### config.mk
export PLATFORM = sky130hd
export DESIGN_NAME = int2float_seq
export DESIGN_NICKNAME = d
export VERILOG_FILES = /design/src/rtl/int2float_seq_pkg.sv /design/src/rtl/int2float_seq_round.sv /design/src/rtl/int2float_seq.sv
export SDC_FILE = /design/constraint.sdc
export NUM_CORES = 1
export LEC_CHECK = 0
export ABC_AREA = 1
export ABC_CLOCK_PERIOD_IN_PS = 2450
export CAP_MARGIN = 20
export CORE_MARGIN = 5
export CORE_UTILIZATION = 54
export CTS_CLUSTER_SIZE = 20
export DETAILED_ROUTE_END_ITERATION = 16
export GPL_TIMING_DRIVEN = 0
export PLACE_DENSITY = 0.91
export SLEW_MARGIN = 30
export SYNTH_ARGS = -nofsm -noshare
export SYNTH_HDL_FRONTEND = slang
export SYNTH_SLANG_ARGS = --single-unit
### constraint.sdc
create_clock -name clk -period 2.45 [get_ports clk]
set_clock_uncertainty 0.05 [all_clocks]
set_input_delay 0.3675 -clock clk [delete_from_list [all_inputs] [get_ports clk]]
set_output_delay 0.3675 -clock clk [all_outputs]
set_load 0.1 [all_outputs]
### src/rtl/int2float_seq_pkg.sv
// float_pkg: shared float field layout, constants and FSM state encoding for int2float_seq / float2int
package float_pkg;
  localparam int FLT_BIAS  = 127;
  localparam int FLT_EXP_W = 8;
  localparam int FLT_MAN_W = 23;
  typedef enum logic [1:0] {IDLE, NORM, DONE} state_t;
  typedef struct packed {
    logic                 sign;
    logic [FLT_EXP_W-1:0] exponent;
    logic [FLT_MAN_W-1:0] mantissa;
  } float_fields_t;
endpackage

### src/rtl/int2float_seq_round.sv
// int2float_round: aligns a normalized magnitude fraction into a 23-bit mantissa, with sticky and optional RNE
// Ports: sign/frac/exp_in = sign, fraction below the hidden bit, exponent; fields = packed result; inexact = dropped bits nonzero.
// Rounding is compiled in only with INT2FLOAT_ROUND_EN defined; otherwise truncates toward zero.
module int2float_round
  import float_pkg::*;
#(
  parameter int INT_W = 31
) (
  input  logic                 sign,
  input  logic [INT_W-2:0]     frac,
  input  logic [FLT_EXP_W-1:0] exp_in,
  output float_fields_t        fields,
  output logic                 inexact
);
  // Appending 23 zeros lets one slice cover both the pad (narrow) and truncate (wide) cases.
  logic [INT_W+21:0]     ext;
  logic [FLT_MAN_W-1:0]  man;
  logic [INT_W-2:0]      rest;
  assign ext     = {frac, {FLT_MAN_W{1'b0}}};
  assign man     = ext[INT_W+21 -: FLT_MAN_W];
  assign rest    = ext[INT_W-2:0];
  assign inexact = |rest;
`ifdef INT2FLOAT_ROUND_EN
  logic             up;
  logic [FLT_MAN_W:0] sum;
  // rest msb is the guard bit; everything below it is sticky
  assign up     = rest[INT_W-2] && ((|(rest << 1)) || man[0]);
  assign sum    = {1'b0, man} + (FLT_MAN_W+1)'(up);
  assign fields = {sign, exp_in + FLT_EXP_W'(sum[FLT_MAN_W]), sum[FLT_MAN_W-1:0]};
`else
  assign fields = {sign, exp_in, man};
`endif
endmodule

### src/rtl/int2float_seq.sv
// int2float_seq: sequential sign-magnitude integer to IEEE-754 single converter, one normalize shift per cycle
// Ports: clk/rst (sync, active high); in_valid/in_ready/sign_in/int_in input handshake;
// out_valid/out_ready/sign_out/exponent_out/mantissa_out/inexact output handshake.
// Optional macro INT2FLOAT_ROUND_EN enables round-to-nearest-even in int2float_round.
module int2float_seq
  import float_pkg::*;
#(
  parameter int INT_W = 31
) (
  input  logic                 clk,
  input  logic                 rst,
  input  logic                 in_valid,
  output logic                 in_ready,
  input  logic                 sign_in,
  input  logic [INT_W-1:0]     int_in,
  output logic                 out_valid,
  input  logic                 out_ready,
  output logic                 sign_out,
  output logic [FLT_EXP_W-1:0] exponent_out,
  output logic [FLT_MAN_W-1:0] mantissa_out,
  output logic                 inexact
);
  localparam logic [FLT_EXP_W-1:0] EXP_MAX = FLT_EXP_W'(FLT_BIAS + INT_W - 1);
  state_t               state;
  logic [INT_W-1:0]     work_reg;
  logic [FLT_EXP_W-1:0] exp_reg;
  logic                 sign_reg;
  float_fields_t        rnd;
  logic                 rnd_inexact;
  int2float_round #(.INT_W(INT_W)) u_round (
    .sign   (sign_reg),
    .frac   (work_reg[INT_W-2:0]),
    .exp_in (exp_reg),
    .fields (rnd),
    .inexact(rnd_inexact)
  );
  assign in_ready  = state == IDLE;
  assign out_valid = state == DONE;
  always_ff @(posedge clk) begin
    if (rst) begin
      state        <= IDLE;
      work_reg     <= '0;
      exp_reg      <= '0;
      sign_reg     <= 1'b0;
      sign_out     <= 1'b0;
      exponent_out <= '0;
      mantissa_out <= '0;
      inexact      <= 1'b0;
    end else begin
      case (state)
        IDLE: if (in_valid) begin
          sign_reg <= sign_in;
          work_reg <= int_in;
          exp_reg  <= EXP_MAX;
          if (int_in == '0) begin
            state        <= DONE;
            sign_out     <= sign_in;
            exponent_out <= '0;
            mantissa_out <= '0;
            inexact      <= 1'b0;
          end else state <= NORM;
        end
        NORM: if (!work_reg[INT_W-1]) begin
          work_reg <= work_reg << 1;
          exp_reg  <= exp_reg - 1'b1;
        end else begin
          {sign_out, exponent_out, mantissa_out} <= rnd;
          inexact <= rnd_inexact;
          state   <= DONE;
        end
        DONE: if (out_ready) state <= IDLE;
        default: state <= IDLE;
      endcase
    end
  end
endmodule

# Word-level counts from Yosys, hierarchy flattened
# Cells that the tools add are included.
[word_totals] ff_bits=75 output_inout_bits=35 in_bits=36
[op_classes] mux=27 n_reduce_logical=9 addsub=1 eq_ne=7
[ops] op="$mux 23" n=3
[ops] op="$mux 31" n=2
[ops] op="$pmux 31 s2" n=1
[ops] op="$pmux 23 s2" n=1
[ops] op="$mux 8" n=5
[ops] op="$pmux 8 s2" n=2
[ops] op="$logic_not 31->1" n=1
[ops] op="$mux 2" n=4
[ops] op="$sub 8x1->8 const B" n=1
[ops] op="$reduce_or 7->1" n=1
[ops] op="$mux 1" n=6
[ops] op="$ne 2x2->1 const B" n=3
[ops] op="$pmux 2 s3" n=1
[ops] op="$reduce_and 3->1" n=2
[ops] op="$ne 2x1->1 const B" n=2
[ops] op="$pmux 1 s2" n=2
[ops] op="$reduce_and 2->1" n=2
[ops] op="$reduce_and 4->1" n=1
[ops] op="$eq 2x1->1 const B" n=1
[ops] op="$eq 2x2->1 const B" n=1
[ops] op="$logic_not 2->1" n=1
[ops] op="$reduce_bool 2->1" n=1

# Longest topological paths before layout
[logic_depth] word_depth=4 ltp_mapped=10 ltp_nobuf=9

# By module
# From an unflattened synthesis, not the netlist that was laid out.
[hier_totals] cells_unflattened=564 area_unflattened_um2=3709.8
[by_module_without_submodules] module="int2float_seq" cells_per_inst=520 area_each_um2=3424.5 n_inst=1 seq_area_each_um2=1501.4
[by_module_without_submodules] module="int2float_round" cells_per_inst=44 area_each_um2=285.3 n_inst=1 seq_area_each_um2=0.0

# Least setup slack after synthesis
# OpenSTA, ideal clock, no wires.
[synth_timing] kind="register to register" startpoint="register state[0]" endpoint="register exp_reg[4]" setup_slack_ns=0.234 synth_period_minus_slack_ns=2.216 stages_incl_launch_ff=8 arrival_time_ns=2.033 cell_sequence="dfxtp_1 -> nor2_2 -> nand2_2 -> nand2_2 -> buf_2 -> nand3_1 -> o21ai_0 -> a31oi_1"
[synth_between] elab_chain_cells=3 elab_cells_between_ends=7 cone_classes="3 x eq/ne; 1 x mux; 3 x reduce/logical"
[synth_rtl] element="from (decl)" line="int2float_seq.sv:24" rtl="state_t state;"
[synth_rtl] element="from (signal assigned)" line="int2float_seq.sv:41" rtl="state <= IDLE;"
[synth_rtl] element="from (signal assigned)" line="int2float_seq.sv:56" rtl="state <= DONE;"
[synth_rtl] element="from (signal assigned)" line="int2float_seq.sv:61" rtl="end else state <= NORM;"
[synth_rtl] element="$logic_not 2->1 *"
[synth_rtl] element="named net in_ready" line="int2float_seq.sv:13" rtl="output logic in_ready,"
[synth_rtl] element="$ne 2x2->1 (no source line) / $reduce_bool 2->1 (equally long branches)"
[synth_rtl] element="$reduce_and 3->1 (no source line)"
[synth_rtl] element="to (signal assigned)" line="int2float_seq.sv:65" rtl="exp_reg <= exp_reg - 1'b1;"
[synth_rtl] element="to (decl)" line="int2float_seq.sv:26" rtl="logic [FLT_EXP_W-1:0] exp_reg;"
# The timed path passes the listed nets; every way through them passes the cells marked *.
# A chain may end at the register's enable or synchronous reset.

# Worst setup path after layout
[layout_timing] startpoint="register state[1]" endpoint="output port out_valid"
[layout_between] elab_chain_cells=1
[layout_rtl] element="$eq 2x2->1" line="int2float_seq.sv:38" rtl="assign out_valid = state == DONE;"
[layout_rtl] element="to (decl)" line="int2float_seq.sv:16" rtl="output logic out_valid,"
# No other way between the ends.

==> flow_metrics.env <==
export IMPL_outcome="complete, no violations"
export IMPL_grt_use_met2_pct=36.2
export IMPL_cp_max_fo=3
export IMPL_rows=29
export IMPL_yosysWarnings=0
export IMPL_total_power_mw=4.13
export IMPL_comb_power_share_pct=35.7
export IMPL_cts_inserted_buffers=9
export IMPL_ys_seq_area_share_pct=43.5
export IMPL_multi_input_area_um2=1630
export IMPL_nNetsFinal=645
export IMPL_reg2reg_depth=10
export IMPL_drive_gt1_share_pct=7.67
export IMPL_rsz0062_at_grt="false"
export IMPL_rr_endpoint="mantissa_out[19]"
export IMPL_min_to="work_reg[19]"
export IMPL_drc_errors=0
export IMPL_maxCapViolCount=0
export IMPL_power_frac_seq_pct=35.8
export IMPL_use_met1_pct=28.0
export IMPL_ant_nets=0
export IMPL_critPathKind="flop to output pin"
export IMPL_hold_path_depth=2
export IMPL_gp_congestion=0.895
export IMPL_num_antenna_cells=0
export IMPL_power_density_nw_per_um2=919
export IMPL_end_kind="output pin"
export IMPL_hold_violations=0
export IMPL_timing_setup_tns_ps=0
export IMPL_wl_mm=9.24
export IMPL_top_level_ports=71
export IMPL_gr_max_usage_layer="met2"
export IMPL_start_util_pct=55.0
export IMPL_p_sw_mw=1.65
export IMPL_area_growth_pct=30.3
export IMPL_hpwlAfterDp_mm=6.74
export IMPL_cts_buffer_depth=2
export IMPL_setup_violations=0
export IMPL_htreeDepth=3
export IMPL_cellLeakagePower_nw=1.90
export IMPL_slew_headroom_pct=34.2
export IMPL_synth_fp_nets=564
export IMPL_antenna_found_initial=0
export IMPL_slew_violations=0
export IMPL_post_route_min_period_ps=2320
export IMPL_core_area_um2=6280
export IMPL_portBuffers=70
export IMPL_pre_cts_slack_ps=250
export IMPL_reg2reg_from="state[0]"
export IMPL_die_x_um=90.0
export IMPL_cts_tree="built"
export IMPL_worst_endpoint_arrival_ps=1910
export IMPL_peakVddDrop_mv=0.549
export IMPL_min_delay_start="work_reg[19]"
export IMPL_intPower_mw=2.48
export IMPL_detail_route_first_pass_iterations=5
export IMPL_grt_pass1_vias=3388
export IMPL_timing_hold_ws_ps=433
export IMPL_syn_area_per_cell_um2=6.55
export IMPL_grt_overflow_total=0
export IMPL_r2r_setup_slack_ps=790
export IMPL_ys_types=28
export IMPL_clock_sinks=75
export IMPL_routedWlPerCell_um=13.4
export IMPL_vias=3645
export IMPL_crit_required_ps=2030
export IMPL_final_common_cell="nand2_1"
export IMPL_clk_latency_ps=360
export IMPL_hp_class="flop to flop"
export IMPL_synth_cells=527
export IMPL_dpl_cell_count=674
export IMPL_viasPerCell=5.28
export IMPL_drt_iter0_drc=385
export IMPL_final_cell_area_um2=4500
export IMPL_regArea_um2=1500
export IMPL_die_area_um2=8090
export IMPL_p_clk_share_pct=28.5
export IMPL_fin_cells=690
export IMPL_final_util_pct=71.6
export IMPL_grt_max_degree=14
export IMPL_grt_pass1_wl_mm=15.2
export IMPL_use_met3_pct=4.09
export IMPL_layout_common_cells="163 x nand2_1, 101 x nor2_1, 75 x dfxtp_1"
export IMPL_grtUsageTotal_pct=22.7
export IMPL_fp_dieH_um=90.0
export IMPL_fmax_mhz=431
export IMPL_syn_area_um2=3450
export IMPL_start_kind="flop"
export IMPL_fillCellCount=501
export IMPL_largest_register_ffs=31
export IMPL_root_buffer="clkbuf_8"
export IMPL_yosys_register_bits=75
export IMPL_p_sw_share_pct=40.0
export IMPL_setup_ws_ps=127
export IMPL_dpl_cell_area_um2=4250
export IMPL_worstMarginPinSlew_ps=984
export IMPL_cts_clk_slew_worst_paths_ps=80
export IMPL_fin_crit_sh_pct=94.8
[layer usage]
layer	wire length [um]	vias up
met5	0	-
met4	364	0
met3	854	31
met2	4210	179
met1	3820	1617
li1	-	1818
[power by group through the flow]
stage	logic [mW]	registers [mW]	clock network, mW
2_1_floorplan	0.576	2.01	0
3_3_place_gp	1.44	1.49	0
3_5_place_dp	1.46	1.50	0
4_1_cts	1.47	1.47	1.18
5_1_grt	1.59	1.49	1.23
6_report	1.48	1.48	1.18
[worst max-delay path, stage by stage, from the launching register on]
cell and delay (ps):
dfxtp_1 420, inv_1 80, nor2_1 170, dlygate4sd2_1 890
[layout make-up]
type	instances	area share, %
multi-input cells	373	36.3
flip-flops and latches	75	33.4
repair buffers	70	15.5
inverters	51	4.26
clock buffers	10	3.06
plain buffers	28	2.87
clock inverters	6	2.50
well taps	77	2.14
[how the worst max path moves through the flow]
stage	startpoint	to	slack, ps	depth (start not counted)
floorplan	state[0]	exp_reg[4]	230	7
global placement	state[1]	out_valid	260	3
detailed placement	state[1]	out_valid	250	3
CTS	state[1]	out_valid	150	3
global route	state[1]	out_valid	50	3
finish	state[1]	out_valid	130	3
[cells in the mapped netlist]
master / instances / share of area, %
dfxtp_1: 75 / 43
xor2_1: 2 / 0.51
nand2_2: 3 / 0.54
o21ai_2: 1 / 0.25
clkbuf_1: 10 / 1.1
clkinv_1: 2 / 0.22
o211a_1: 1 / 0.29
nor2_4: 1 / 0.33
o22ai_1: 1 / 0.18
a31oi_1: 31 / 5.6
nand2_4: 1 / 0.33
nor2_1: 101 / 11
nand4_1: 1 / 0.18
nand3b_1: 2 / 0.43
nor3_1: 1 / 0.14
nor2_2: 3 / 0.54
or2_0: 1 / 0.18
buf_2: 16 / 2.3
buf_1: 1 / 0.11
inv_1: 44 / 4.8
o21ai_0: 14 / 2.0
buf_4: 1 / 0.22
ha_1: 1 / 0.36
nand2_1: 163 / 18
nand3_1: 21 / 3.0
a21oi_1: 23 / 3.3
nor3b_1: 1 / 0.22
inv_2: 5 / 0.54
[kinds of logic (layout without fill, tap and decap cells)]
group | count (synthesis) | count (layout) | synth area share, %
flops | 75 | 75 | 43.5
compound gates | 71 | 71 | 11.7
fa+ha+maj | 1 | 1 | 0.362
xor+xnor | 2 | 2 | 0.508
simple gates | 299 | 299 | 34.7
buf+inv | 79 | 165 | 9.28
[repair_timing]
item | CTS | global route
setup endpoints to repair | 2 | 0
resized for setup | 2 | 0
setup buffers | 0 | 0
hold buffers | 0 | 0
No activity file was read; power rests on OpenSTA's default activity.
